[src/rtl/frame_stream_pkg.sv]
// Shared types and constants for the frame streaming blocks.
// Sets the FSM encoding, the FIFO entry layout and the skid FIFO depth.
package frame_stream_pkg;

    typedef enum logic [1:0] {
        StIdle,
        StRun,
        StDrain,
        StDone
    } state_e;

    // Widest pixel carried through the FIFO; narrower DATA_W values zero-extend.
    localparam int unsigned PixelW = 32;

    localparam int unsigned FifoDepth = 2;
    localparam int unsigned CountW    = $clog2(FifoDepth + 1);

    typedef struct packed {
        logic [PixelW-1:0] data;
        logic              last;
        logic              frame_end;
    } fifo_entry_t;

endpackage

[src/rtl/stream_fifo2.sv]
// Two-entry synchronous FIFO with a registered head and occupancy count.
// The caller guarantees no push while full unless it also pops that cycle.
module stream_fifo2
    import frame_stream_pkg::*;
#(
    parameter type entry_t = logic [7:0]
) (
    input  logic              clk,
    input  logic              rst_n,
    input  logic              push,
    input  entry_t            push_data,
    input  logic              pop,
    output entry_t            head,
    output logic [CountW-1:0] count
);

    entry_t            mem_q [FifoDepth];
    entry_t            mem_d [FifoDepth];
    logic              wr_ptr_q, wr_ptr_d;
    logic              rd_ptr_q, rd_ptr_d;
    logic [CountW-1:0] count_q, count_d;

    always_comb begin
        mem_d    = mem_q;
        wr_ptr_d = wr_ptr_q;
        rd_ptr_d = rd_ptr_q;
        if (push) begin
            mem_d[wr_ptr_q] = push_data;
            wr_ptr_d        = ~wr_ptr_q;
        end
        if (pop) begin
            rd_ptr_d = ~rd_ptr_q;
        end
        count_d = count_q + CountW'(push) - CountW'(pop);
    end

    always_ff @(posedge clk or negedge rst_n) begin
        if (!rst_n) begin
            for (int i = 0; i < FifoDepth; i++) begin
                mem_q[i] <= '0;
            end
            wr_ptr_q <= 1'b0;
            rd_ptr_q <= 1'b0;
            count_q  <= '0;
        end else begin
            mem_q    <= mem_d;
            wr_ptr_q <= wr_ptr_d;
            rd_ptr_q <= rd_ptr_d;
            count_q  <= count_d;
        end
    end

    assign head  = mem_q[rd_ptr_q];
    assign count = count_q;

endmodule

[src/rtl/frame_stream_source.sv]
// Raster-order pixel streamer: reads a frame from a 1-cycle-latency memory
// and emits it one pixel per valid/ready transfer with row/frame flags.
module frame_stream_source
    import frame_stream_pkg::*;
#(
    parameter int unsigned DATA_W = PixelW,
    parameter int unsigned IMG_W  = 16,
    parameter int unsigned IMG_H  = 16,
    parameter int unsigned ADDR_W = $clog2(IMG_W * IMG_H)
) (
    input  logic              clk,
    input  logic              rst_n,
    input  logic              tstart,
    output logic              mem_rd_en,
    output logic [ADDR_W-1:0] mem_addr,
    input  logic [DATA_W-1:0] mem_rd_data,
    output logic              tvalid,
    input  logic              tready,
    output logic [DATA_W-1:0] tdata,
    output logic              tlast,
    output logic              tframe_end,
    output logic              busy,
    output logic              done
);

    localparam logic [ADDR_W-1:0] ColLast = ADDR_W'(IMG_W - 1);
    localparam logic [ADDR_W-1:0] RowLast = ADDR_W'(IMG_H - 1);

    logic [1:0]        rst_sync_q, rst_sync_d;
    logic              rst_sync_n;
    state_e            state_q, state_d;
    logic [ADDR_W-1:0] addr_q, addr_d;
    logic [ADDR_W-1:0] col_q, col_d;
    logic [ADDR_W-1:0] row_q, row_d;
    logic              infl_q, infl_d;
    logic              infl_last_q, infl_last_d;
    logic              infl_fend_q, infl_fend_d;
    logic              issue, push, pop, xfer, fifo_empty;
    logic [CountW-1:0] fifo_count;
    fifo_entry_t       push_entry, head_entry, out_entry;

    // Assertion is immediate; release is retimed to two clean edges.
    assign rst_sync_d = {rst_sync_q[0], 1'b1};
    assign rst_sync_n = rst_sync_q[1];

    always_ff @(posedge clk or negedge rst_n) begin
        if (!rst_n) begin
            rst_sync_q <= 2'b00;
        end else begin
            rst_sync_q <= rst_sync_d;
        end
    end

    // Returning read data bypasses the FIFO when it is empty, so the first
    // pixel is valid the cycle it arrives; it is pushed only if not taken.
    assign push_entry = '{data: PixelW'(mem_rd_data), last: infl_last_q, frame_end: infl_fend_q};
    assign fifo_empty = (fifo_count == '0);
    assign tvalid     = !fifo_empty || infl_q;
    assign xfer       = tvalid && tready;
    assign pop        = xfer && !fifo_empty;
    assign push       = infl_q && !(fifo_empty && tready);

    always_comb begin
        out_entry = '0;
        if (!fifo_empty) begin
            out_entry = head_entry;
        end else if (infl_q) begin
            out_entry = push_entry;
        end
    end

    assign tdata      = DATA_W'(out_entry.data);
    assign tlast      = out_entry.last;
    assign tframe_end = out_entry.frame_end;
    assign mem_rd_en  = issue;
    assign mem_addr   = addr_q;
    assign busy       = (state_q != StIdle);

    stream_fifo2 #(
        .entry_t (fifo_entry_t)
    ) u_fifo (
        .clk       (clk),
        .rst_n     (rst_sync_n),
        .push      (push),
        .push_data (push_entry),
        .pop       (pop),
        .head      (head_entry),
        .count     (fifo_count)
    );

    always_comb begin
        state_d     = state_q;
        addr_d      = addr_q;
        col_d       = col_q;
        row_d       = row_q;
        infl_d      = 1'b0;
        infl_last_d = infl_last_q;
        infl_fend_d = infl_fend_q;
        issue       = 1'b0;
        done        = 1'b0;
        case (state_q)
            StIdle: begin
                if (tstart) begin
                    state_d = StRun;
                    addr_d  = '0;
                    col_d   = '0;
                    row_d   = '0;
                end
            end
            StRun: begin
                // Count plus in-flight read never exceeds the FIFO depth.
                issue = (32'(fifo_count) + 32'(infl_q)) < FifoDepth;
                if (issue) begin
                    infl_d      = 1'b1;
                    infl_last_d = (col_q == ColLast);
                    infl_fend_d = (col_q == ColLast) && (row_q == RowLast);
                    addr_d      = addr_q + ADDR_W'(1);
                    if (col_q == ColLast) begin
                        col_d = '0;
                        if (row_q != RowLast) begin
                            row_d = row_q + ADDR_W'(1);
                        end else begin
                            state_d = StDrain;
                        end
                    end else begin
                        col_d = col_q + ADDR_W'(1);
                    end
                end
            end
            StDrain: begin
                if (xfer && out_entry.frame_end) begin
                    state_d = StDone;
                end
            end
            StDone: begin
                done    = 1'b1;
                state_d = StIdle;
            end
            default: state_d = StIdle;
        endcase
    end

    always_ff @(posedge clk or negedge rst_sync_n) begin
        if (!rst_sync_n) begin
            state_q     <= StIdle;
            addr_q      <= '0;
            col_q       <= '0;
            row_q       <= '0;
            infl_q      <= 1'b0;
            infl_last_q <= 1'b0;
            infl_fend_q <= 1'b0;
        end else begin
            state_q     <= state_d;
            addr_q      <= addr_d;
            col_q       <= col_d;
            row_q       <= row_d;
            infl_q      <= infl_d;
            infl_last_q <= infl_last_d;
            infl_fend_q <= infl_fend_d;
        end
    end

endmodule

[config.mk]
export PLATFORM = sky130hd
export DESIGN_NAME = frame_stream_source
export DESIGN_NICKNAME = d
export VERILOG_FILES = /design/src/rtl/frame_stream_pkg.sv /design/src/rtl/stream_fifo2.sv /design/src/rtl/frame_stream_source.sv
export SDC_FILE = /design/constraint.sdc
export NUM_CORES = 1
export LEC_CHECK = 0
export CAP_MARGIN = 20
export CORE_MARGIN = 2
export CORE_UTILIZATION = 35
export CTS_BUF_LIST = sky130_fd_sc_hd__clkbuf_4 sky130_fd_sc_hd__clkbuf_8
export DETAILED_ROUTE_END_ITERATION = 6
export GPL_ROUTABILITY_DRIVEN = 0
export PLACE_DENSITY = 0.6
export SYNTH_ARGS = -nofsm -noshare
export SYNTH_HDL_FRONTEND = slang
export SYNTH_SLANG_ARGS = --single-unit
[constraint.sdc]
create_clock -name clk -period 3.3 [get_ports clk]
set_input_delay 0.33 -clock clk [delete_from_list [all_inputs] [get_ports clk]]
set_output_delay 0.33 -clock clk [all_outputs]
set_load 0.1 [all_outputs]
==> impl.org, run 1 <==
** Placement
- Port buffering added 81 buffers.
- Placed Instances :: ~680
- Summed over all nets, the half-perimeter wirelength after detailed placement is about 7500 um.
- Dpl cell area :: 5970 um^2

** Worst setup path
- Maximum fanout encountered on the critical timing path :: 42
- Startpoint types :: flip-flop
- Endpoint kind of the worst setup timing path :: output port
- Walking the worst path, the cells encountered are nor2_4 > buf_4 > nand3_1 > o21ai_1 > buf_4.
- The largest individual stage delay along the critical path comes from the cell sky130_fd_sc_hd__nor2_4.
- STA puts the critical path data required time at around 3.0 ns.
- The worst setup path is of the reg -> out kind.
- The largest single stage delay on the critical path is 0.52 ns.
- Critical Path AT :: 2.39 ns
- Among the stages of the critical path, the cell type that occurs most often is sky130_fd_sc_hd__buf_4.

** STA
- Measured against its own limit, the worst slew margin works out to between 30% and 40%.
- Unrepaired setup endpoints after global routing :: no
- Number of max-slew violations in the final report :: 0
- Slew at the pin with the worst max-slew slack :: 0.981 ns
- The final critical path takes up 82.4% of the cycle.
- The final number of hold-violating endpoints is 0.
- Max Fclk :: 368 MHz
- The routed design could run at a clock period as short as 2.72 ns.
- Setup violations remaining at the end of the flow were counted as 0.
- Setup Total Neg Slack :: 0 ns
- Across the routed clock network, the largest skew measured is 0.00738 ns.

** Route
- In the final routed layout, each cell accounts on average for 15.5 um.
- The routed design has 10800 um of wire.
- Once detail routing completed, the nets flagged for antenna violations numbered 0.
- The routed layout has 3536 vias.
- The detailed router finished its first iteration with 123 violations.
- Number of remaining DRC errors :: 0
- Using the TritonRoute via totals, the vias-per-cell ratio works out to 5.07.
- The first detailed-routing pass ran for 4 iterations.

** GRT
- Global-route congestion overflow total :: 0
- Global routing consumed, over all layers together, 14.8% of the routing resources.
- Global-route wire length before repair :: 17700 um
- Number of antenna violations at the first check in global routing :: 0
- The via count of the first global-routing pass is 3488.
- Maximum number of pins on one net before global-route repair :: 76

** Clock tree
- CTS Sinks :: 103
- TritonCTS built the clock tree.
- In this run, post-CTS hold repair placed 0 buffers.
- Clock latency at the later pin of the worst-skew pair :: 0.36 ns
- Post-CTS Setup Repair Bufs :: 0
- In this run, CTS created clock tree buffers numbering 9.
- Clock-pin transition on the worst setup and hold timing paths :: 0.10 ns
- Clk Tree Root Cell :: sky130_fd_sc_hd__clkbuf_8
- Longest Clk Path Bufs :: 2
- Post-cts gate resize count :: 0
- The H-tree generated during clock tree synthesis spans 3 levels.

** Floorplanning
- The floorplan step set the die height to 124 um.
- Width of the die :: 124 um
- I/O pin cnt :: 82
- CORE AREA :: ~14000 um^2
- The floorplan step defined a die boundary enclosing 15400 um^2.
- Number of placement rows :: 43
- Effective utilization at floorplan :: between 30 and 40%

** Synthesis
- Syn_area_per_cell :: 11.5 um^2
- The synthesized design contains 0 enable-type register cells.
- Of the post-synthesis cell area, the dominant cell type holds 51.2%.
- Counting instances in the post-synthesis netlist gives the leading cell types as 103 x sky130_fd_sc_hd__dfrtp_1, 71 x sky130_fd_sc_hd__mux2_2, 40 x sky130_fd_sc_hd__nand3_1.
- Flip-flop cell with the highest count after synthesis :: sky130_fd_sc_hd__dfrtp_1
- Cells after Synth :: approximately 440
- Synth top area cells :: sky130_fd_sc_hd__dfrtp_1 51%, sky130_fd_sc_hd__mux2_2 16%, sky130_fd_sc_hd__mux2i_1 7.4%
- The netlist uses 41 different library cells.
- The Yosys step of the flow raised 0 warnings.
- Of all cell types, the one taking the most synthesized area is sky130_fd_sc_hd__dfrtp_1.
- For this run, asynchronously set or reset flops after synthesis account for 100%.
- Synthesis-stage register bit count :: approximately 100
- Most common cell in the netlist :: sky130_fd_sc_hd__dfrtp_1
- Syn Std Cell Area :: 5030 um^2
- The number of nets handed over by synthesis was 482.
- Sequential share of the synthesized area :: 51.2%

** Finish
- Layout Area Growth over Synthesis :: 22.7%
- Fraction of final layout cells with drive strength greater than 1 :: between 20 and 30%
- The repair_antennas step left the layout with diodes totalling 0.
- Non-filler instance count after layout :: 697
- Design area :: 6180 um^2
- Final #Nets :: about 560

** Worst hold path
- In this run the worst hold path is classified as in -> async.

** Run status
- Result of the run :: finished clean

** Run
- Across the run, the number of max-cap violations was 0.
-- path summary, 6_finish.rpt --
path	startpoint	end	slack [ns]	cells past startpoint
min in group clk	rst_sync_q[0]	rst_sync_q[1]	0.36	0
hold reg to reg	rst_sync_q[0]	rst_sync_q[1]	0.36	0
setup / recovery	u_fifo.count[0]	tdata[18]	0.58	5
max in group asynchronous	rst_sync_q[1]	u_fifo.mem_q[16]	2.00	1
hold / removal	rst_n	rst_sync_q[1]	0.12	1
setup reg to reg	state_q[1]	row_q[6]	0.87	7
-- placed cells by master (no fill, tap or decap), types with 6 or more instances in the layout --
cell type,netlist,layout
sky130_fd_sc_hd__xor2_1,10,10
sky130_fd_sc_hd__o21ai_1,0,29
sky130_fd_sc_hd__mux2_2,71,71
sky130_fd_sc_hd__inv_1,8,8
sky130_fd_sc_hd__dfrtp_1,103,101
sky130_fd_sc_hd__nor2_1,18,17
sky130_fd_sc_hd__o21ai_0,39,10
sky130_fd_sc_hd__and3_1,6,6
sky130_fd_sc_hd__ha_1,9,9
sky130_fd_sc_hd__clkdlybuf4s50_1,0,43
sky130_fd_sc_hd__a21oi_1,6,6
sky130_fd_sc_hd__nand3_1,40,40
sky130_fd_sc_hd__or4_1,7,7
sky130_fd_sc_hd__nand2_1,15,15
sky130_fd_sc_hd__clkbuf_8,0,11
sky130_fd_sc_hd__buf_4,0,47
sky130_fd_sc_hd__mux2i_1,37,37
sky130_fd_sc_hd__nand4_1,6,6
-- metal layers --
metal	up-vias	track usage (%)	routed length (um)
met5	-	0	0
met4	0	4.28	156
met3	14	3.75	679
met2	82	24.7	5150
met1	1724	19.0	4840
li1	1716	-	-
-- per-stage QoR --
step	hold slack, ns	setup slack, ns	utilization, %
after floorplan	0.0344	-0.0381	-
after global placement	0.340	0.939	42.7
after detailed placement	0.339	0.894	42.7
after CTS	0.0920	0.528	44.2
after global routing	0.0948	0.346	44.2
final	0.115	0.581	44.2
-- sequential cells by signal, indices dropped and copies added (netlist names) --
signal and count:
col_q 8, infl_q 1, state_q 2, u_fifo.rd_ptr_q 1
rst_sync_q 2, u_fifo.mem_q 68, row_q 8, infl_fend_q 1
mem_addr 8, u_fifo.count 2, u_fifo.wr_ptr_q 1, infl_last_q 1
-- cell families after synthesis --
group                      after synthesis  synth area share, %
DFF                                    103                 51.2
other                                    1               0.0745
buffers and inverters                   35                 2.83
and+or+nand+nor                        107                 11.1
xor gates and xnor gates                15                 2.61
muxes                                  108                 23.2
AOI/OAI and AO/OA                       59                 6.71
adders and majority gates                9                 2.24
-- critical path, delay by kind of cell (launching register included) --
family / cells / cell delay, ns
and+or+nand+nor: 2 / 0.64
AOI/OAI and AO/OA: 1 / 0.14
DFF: 1 / 0.44
buffers and inverters: 2 / 0.79
-- cell type report --
class                           count  area [um^2]
Inverter                            8         30.0
Sequential cell                   103         2580
Multi-Input combinational cell    299         2330
Clock buffer                       11          151
Timing Repair Buffer               91          803
Clock inverter                      5         56.3
Fill cell                        1323         7810
Tap cell                          180          225
Power of run 1 is left out: the tool's default activity adds up to more than one toggle a clock period on the data nets, which glitch-free logic cannot reach.
==> run 2, diff against run 1 <==
--- a/config.mk
+++ b/config.mk
@@ -11,7 +11,7 @@
 export CTS_BUF_LIST = sky130_fd_sc_hd__clkbuf_4 sky130_fd_sc_hd__clkbuf_8
 export DETAILED_ROUTE_END_ITERATION = 6
 export GPL_ROUTABILITY_DRIVEN = 0
-export PLACE_DENSITY = 0.6
+export PLACE_DENSITY = 0.62
 export SYNTH_ARGS = -nofsm -noshare
 export SYNTH_HDL_FRONTEND = slang
 export SYNTH_SLANG_ARGS = --single-unit
==> constraint.sdc (replaced) <==
create_clock -name clk -period 2.4 [get_ports clk]
set_input_delay 0.24 -clock clk [delete_from_list [all_inputs] [get_ports clk]]
set_output_delay 0.24 -clock clk [all_outputs]
set_load 0.1 [all_outputs]
==> run 2 against run 1 <==
  * Sequential cell count unchanged
  * Die area unchanged
  * First-iteration DRC count is 95% higher
  * Cell count rose by 0.86%
  * Setup slack worse by 0.44 ns
==> impl.org, run 2 (synthesis results as in run 1) <==
** STA
- Derived from the worst setup path, the maximum achievable clock frequency is approximately 440 MHz.
- The total count of max-transition violations in the final report was 0.
- Final count of negative-setup-slack endpoints :: 0
- Fraction of the cycle the final worst path needs :: a little over nine tenths
- Slew at the pin with the worst max-slew slack :: approximately 0.7 ns
- Setup skew after layout :: around 0.012 ns
- The worst path needs 2.26 ns of the cycle, external delays included.
- Unrepaired setup endpoints after global routing :: no
- Number of failing hold endpoints at the final stage :: 0
- Headroom to the max-slew limit came out at 54.6%.

** Finish
- Number of flip-flops in the largest register :: 68
- Most flops, register :: u_fifo.mem_q
- The final layout contains between 500 and 600 nets.
- Design area :: 6810 um^2
- Leaving out fill and tap cells, the most frequent cell in the layout is sky130_fd_sc_hd__dfrtp_1.
- Cells with a size suffix above 1 make up between 30% and 40% of the layout.
- The number of antenna diodes in the final layout is 0.
- Highest-count cells in the layout ignoring fill and taps :: 101 x sky130_fd_sc_hd__dfrtp_1, 71 x sky130_fd_sc_hd__mux2_2, 40 x sky130_fd_sc_hd__nand3_1, 39 x sky130_fd_sc_hd__buf_12, 36 x sky130_fd_sc_hd__mux2i_1
- Relative to the synthesized area, the layout overhead comes to 35.2%.

** Worst setup path
- Worst setup startpoint :: col_q[4]
- Worst path cell trace :: or4_4 > or2_4 > o21a_1 > or4_1 > a21oi_1
- Together, buffers and inverters on the worst path number 0.
- Maximum fanout encountered on the critical timing path :: 12
- In this run the number of cells on the critical path is 5.
- Worst Setup EP :: row_q[5]
- Register-to-register setup slack :: 0.14 ns
- Worst path slowest cell :: sky130_fd_sc_hd__or4_4
- The kind of cell with the highest combined delay along the critical path is simple AND/OR/NAND/NOR gates.
- On the worst path, the slowest cell contributes a delay of approximately 0.54 ns.
- Data on the critical path is required at its endpoint by 2.70 ns.
- Launching point of the worst reg2reg path :: col_q[4]
- The critical path in this run is classified as reg -> reg.
- Reg-to-reg endpoint :: row_q[5]
- Measured in cells, the most critical reg-to-reg path has a length of 5.
- Startpoint types :: flip-flop
- Endpoint kind of the worst setup timing path :: flip-flop
- Critical Path AT :: 2.56 ns

** GRT
- Maximum number of pins on one net before global-route repair :: 54
- Overall track demand over capacity in global routing :: 15.9%
- Number of antenna violations at the first check in global routing :: 0
- Via count of the first global-routing pass :: 3792
- The first global-routing pass estimated 18700 um of wire.
- Global-route congestion overflow total :: 0

** Route
- The detailed router placed approximately 3700 vias in this run.
- After detailed routing, the number of vias per cell comes to 5.24.
- The routed design has between 10000 and 15000 um of wire.
- Number of optimization iterations in the first detailed-route pass :: 4
- The count of nets left with antenna violations once routing finished came out at 0.
- Routed wire length per instance :: 16.1 um
- DR iter-0 viols :: 240
- In the routed design, unresolved DRC markers number 0.

** Clock tree
- H-tree levels :: 3
- CTS Buf Count :: 9
- Clock tree from TritonCTS :: built
- Clock latency on the worst-skew pair, taken at its later pin, is 0.38 ns.
- CTS Sinks :: 103
- The longest clock path from root to sink contains 2 buffers.
- Clk Tree Root Cell :: sky130_fd_sc_hd__clkbuf_8
- After clock tree synthesis, the clock-pin slew on the worst setup and hold paths is 0.09 ns.

** Floorplanning
- The die covers 15400 um^2.
- Number of placement rows :: 43
- Width of the die :: 124 um
- CORE AREA :: about 14000 um^2
- The initial utilization of the core area, before any placement, comes to 36.0%.
- From bottom edge to top edge, the die measures 124 um.
- Pin placement for this block handled 82 I/O pins.

** Run
- The tool flagged a number of max-cap violations equal to 0.

** Placement
- Dpl cell area :: 6560 um^2
- The HPWL after detailed placement is about 7700 um.
- Input/output buffers :: ~80

** Run status
- The flow ran to the end, and the final reports show no timing, DRC or antenna violations.

** Worst hold path
- Number of cells traversed by the worst hold path :: 0
- In this run the worst hold path is classified as reg -> reg.
run 2: worst reg2reg max path: cells and delay by family, from the launching register on:
| family | cells | cell delay, ns |
|---|---|---|
| flip-flops | 1 | 0.43 |
| AND/OR/NAND/NOR | 3 | 1.30 |
| AO/OA/AOI/OAI | 2 | 0.46 |
run 2: cell type report:
cell class	count	area (um^2)
clock buffer	12	165
clock inverter	4	51.3
fill	1255	7180
inverter	8	30.0
multi-input combinational	299	2440
sequential	103	2580
tap	180	225
timing repair buffer	97	1310
run 2: through the flow:
step | TNS (ns) | hold WS, ns | cells | setup slack [ns] | utilization [%]
3_3_place_gp | 0 | 0.337 | 686 | 0.219 | 46.9
4_1_cts | 0 | 0.362 | 703 | 0.0483 | 48.5
3_5_place_dp | 0 | 0.340 | 686 | 0.163 | 46.9
6_report | 0 | 0.358 | 703 | 0.137 | 48.6
5_1_grt | 0 | 0.377 | 703 | 0.00356 | 48.6
2_1_floorplan | -3.76 | -0.0556 | 437 | -0.445 | -
run 2: worst min-delay path by stage:
stage | from | to | slack, ns
after CTS | rst_sync_q[0] | rst_sync_q[1] | 0.36
after global placement | rst_sync_q[0] | rst_sync_q[1] | 0.34
after detailed placement | rst_sync_q[0] | rst_sync_q[1] | 0.34
final | rst_sync_q[0] | rst_sync_q[1] | 0.36
after global routing | rst_sync_q[0] | rst_sync_q[1] | 0.38
after floorplan | rst_n | rst_sync_q[0] | -0.06
run 2: routing by layer:
metal,GRT usage (%),share of wire (%)
met1,19.6,43
met4,4.00,1.1
met5,0,0
met3,5.36,6.7
met2,26.8,49
run 2: what timing repair did:
| action | 4_1_cts | 5_1_grt |
|---|---|---|
| buffers inserted | 0 | 0 |
| setup endpoints to repair | 1 | 18 |
| hold endpoints to repair | 2 | 0 |
| gates resized for setup | 1 | 3 |
| hold buffers | 1 | 0 |
Power of run 2 is left out for the same reason.
==> run 3, diff against run 2 <==
--- a/config.mk
+++ b/config.mk
@@ -7,11 +7,11 @@
 export LEC_CHECK = 0
 export CAP_MARGIN = 20
 export CORE_MARGIN = 2
-export CORE_UTILIZATION = 35
+export CORE_UTILIZATION = 50
 export CTS_BUF_LIST = sky130_fd_sc_hd__clkbuf_4 sky130_fd_sc_hd__clkbuf_8
 export DETAILED_ROUTE_END_ITERATION = 6
 export GPL_ROUTABILITY_DRIVEN = 0
-export PLACE_DENSITY = 0.62
+export PLACE_DENSITY = 0.82
 export SYNTH_ARGS = -nofsm -noshare
 export SYNTH_HDL_FRONTEND = slang
 export SYNTH_SLANG_ARGS = --single-unit
==> run 3 against run 2 <==
  * Count of clock-buffer cells in the layout did not move
  * Sequential cell count unchanged
  * Hold slack worse by 0.34 ns
  * Critical path type is now reg -> out
  * Clock skew is essentially flat
  * Highest routed layer unchanged
  * Utilization up 20 points
  * Cell count shrank 7.0%
  * Die area decreased by 29%
  * Design area shrank 1.9%
  * Critical endpoint is now mem_rd_en
  * Critical path depth up 1
  * Register-to-register slack about the same
  * Via count unchanged
==> impl.org, run 3 (synthesis results as in run 1) <==
** Worst setup path
- Data arrives at the worst endpoint at 2.03 ns.
- Worst Setup Path Type :: reg -> out
- The kind of cell with the highest combined delay along the critical path is buffers and inverters.
- Worst path slowest cell :: sky130_fd_sc_hd__dfrtp_1
- Worst path cell trace :: inv_1 > ha_2 > inv_1 > or2_1 > inv_1 > buf_12
- Largest stage delay on the critical path :: 0.42 ns
- Required @ worst endpoint :: 2.16 ns
- Endpoint kind of the worst setup timing path :: output port
- Library cell appearing most often on the critical path :: sky130_fd_sc_hd__inv_1
- In this run the worst path has a maximum fanout of 10.
- Startpoint types :: flip-flop
- The critical path contains buffers and inverters numbering 4 combined.

** Finish
- Layout Area Growth over Synthesis :: 32.6%
- The library cell used most frequently in the layout, excluding fill and tap cells, is sky130_fd_sc_hd__dfrtp_1.
- The multi-input combinational cells in the finished layout cover a total of 2420 um^2.
- Antenna diode count :: 0
- The register with the most flip-flops in the layout has 68 of them.
- Final #Nets :: 561
- Summing all flip-flop and latch instances after layout gives 2580 um^2.
- Counting the fill cells in the layout gives ~700.
- Leaving out fill and tap cells, the most frequent cells in the layout are 101 x sky130_fd_sc_hd__dfrtp_1, 71 x sky130_fd_sc_hd__mux2_2, 40 x sky130_fd_sc_hd__nand3_1, 38 x sky130_fd_sc_hd__buf_12, 36 x sky130_fd_sc_hd__mux2i_1.
- Fraction of final layout cells with drive strength greater than 1 :: 34.9%
- Most flops, register :: u_fifo.mem_q

** Clock tree
- The later pin in the worst-skew pair is clocked with a latency of 0.37 ns.
- Buffers added to address setup during post-CTS repair amount to 0.
- Post-cts gate resize count :: 0
- The number of hold buffers added after CTS was 0.
- CTS Buf Count :: 9
- After clock tree synthesis, the clock-pin slew on the worst setup and hold paths is 0.09 ns.
- Clk Tree Root Cell :: sky130_fd_sc_hd__clkbuf_8
- Clock tree from TritonCTS :: built
- The longest clock path from root to sink contains 2 buffers.
- H-tree levels :: 3
- CTS Sinks :: just over 100

** Floorplanning
- Effective utilization at floorplan :: around half
- The die is 104 um tall.
- DIE AREA :: 10900 um^2
- Number of placement rows :: 36
- CORE AREA :: 9770 um^2
- The floorplan step set the die width to 104 um.
- I/O pin cnt :: 82

** GRT
- The via count of the first global-routing pass is 3766.
- Overall track demand over capacity in global routing :: 21.3%
- The first global-routing pass estimated 18800 um of wire.
- Maximum number of pins on one net before global-route repair :: 60
- The number of antenna violations at the first check in global routing is 0.
- Global-route congestion overflow total :: 0

** Run status
- The flow ran to the end, and the final reports show no timing, DRC or antenna violations.

** STA
- On the final layout, the worst clock skew is ~0.012 ns.
- Setup Total Neg Slack :: 0 ns
- Setup violations remaining at the end of the flow were counted as 0.
- Setup repair after global routing left no endpoint under its margin.
- Derived from the worst setup path, the maximum achievable clock frequency is 441 MHz.
- Slew at the pin with the worst max-slew slack :: 0.772 ns
- The final number of hold-violating endpoints was 0.
- Min Tclk post-route :: 2.27 ns
- Number of max-slew violations in the final report :: 0
- In this run the tightest slew margin relative to its limit is 48.5%.
- Fraction of the cycle the final worst path needs :: between 90% and 100%

** Placement
- In this run the tool buffered the top-level ports with 81 buffer cells.
- Detail Placement HPWL :: 7800 um

** Run
- Number of max-capacitance violations reported :: 0

** Route
- Summing over every cut layer, the via total after detailed routing is 3687.
- After detailed routing, the number of remaining DRC violations is 0.
- For this block, the initial DRC count from the detailed router was roughly 140.
- Dividing the detail-routed wire length by the instance count gives 17.1 um.
- Total length of routed wires :: around 11000 um
- Residual antenna-violating net count after detailed routing :: 0
- Vias per Instance :: roughly 5.6
- Number of optimization iterations in the first detailed-route pass :: 4

** Worst hold path
- In this run the worst hold path is classified as in -> async.
## run 3: cell type report
| class | count | share of cell area [%] |
|---|---|---|
| repair buffers | 95 | 19.2 |
| well taps | 133 | 2.49 |
| multi-input cells | 299 | 36.3 |
| clock buffers | 12 | 2.38 |
| clock inverters | 4 | 0.450 |
| inverters | 8 | 0.450 |
| flip-flops and latches | 103 | 38.7 |
## run 3: worst reg2reg max path: cells and delay by family, from the launching register on
kind	cells	cell delay (ns)
AO/OA/AOI/OAI	2	0.45
flip-flops	1	0.43
AND/OR/NAND/NOR	3	1.30
## run 3: layer usage
metal	wire, um	GRT usage (%)	up-vias	share of wire [%]
met5	0	0	-	0
met4	143	6.56	0	1.3
met3	545	4.20	13	4.9
met2	5580	35.2	97	50
met1	4910	28.3	1842	44
li1	-	-	1735	-
## run 3: final timing paths
path,slack [ns],startpoint,cells after the start,to
setup reg to reg,0.15,col_q[4],5,row_q[7]
setup / recovery,0.13,state_q[1],6,mem_rd_en
hold reg to reg,0.36,rst_sync_q[0],0,rst_sync_q[1]
min in group clk,0.36,rst_sync_q[0],0,rst_sync_q[1]
hold / removal,0.02,rst_n,1,rst_sync_q[1]
max in group asynchronous,1.26,rst_sync_q[1],1,u_fifo.mem_q[67]
## run 3: stage by stage
step           instances  setup WS (ns)  hold slack (ns)  util, %  cell area (um^2)
6_report             654          0.133           0.0183     68.3              6680
5_1_grt              654         0.0188           0.0131     68.3              6680
4_1_cts              654        0.00821          0.00995     68.2              6670
3_5_place_dp         638          0.190            0.339     66.3              6480
3_3_place_gp         638          0.236            0.339     66.3              6480
2_1_floorplan        437         -0.445          -0.0556        -              5130
Power of run 3 is left out for the same reason.
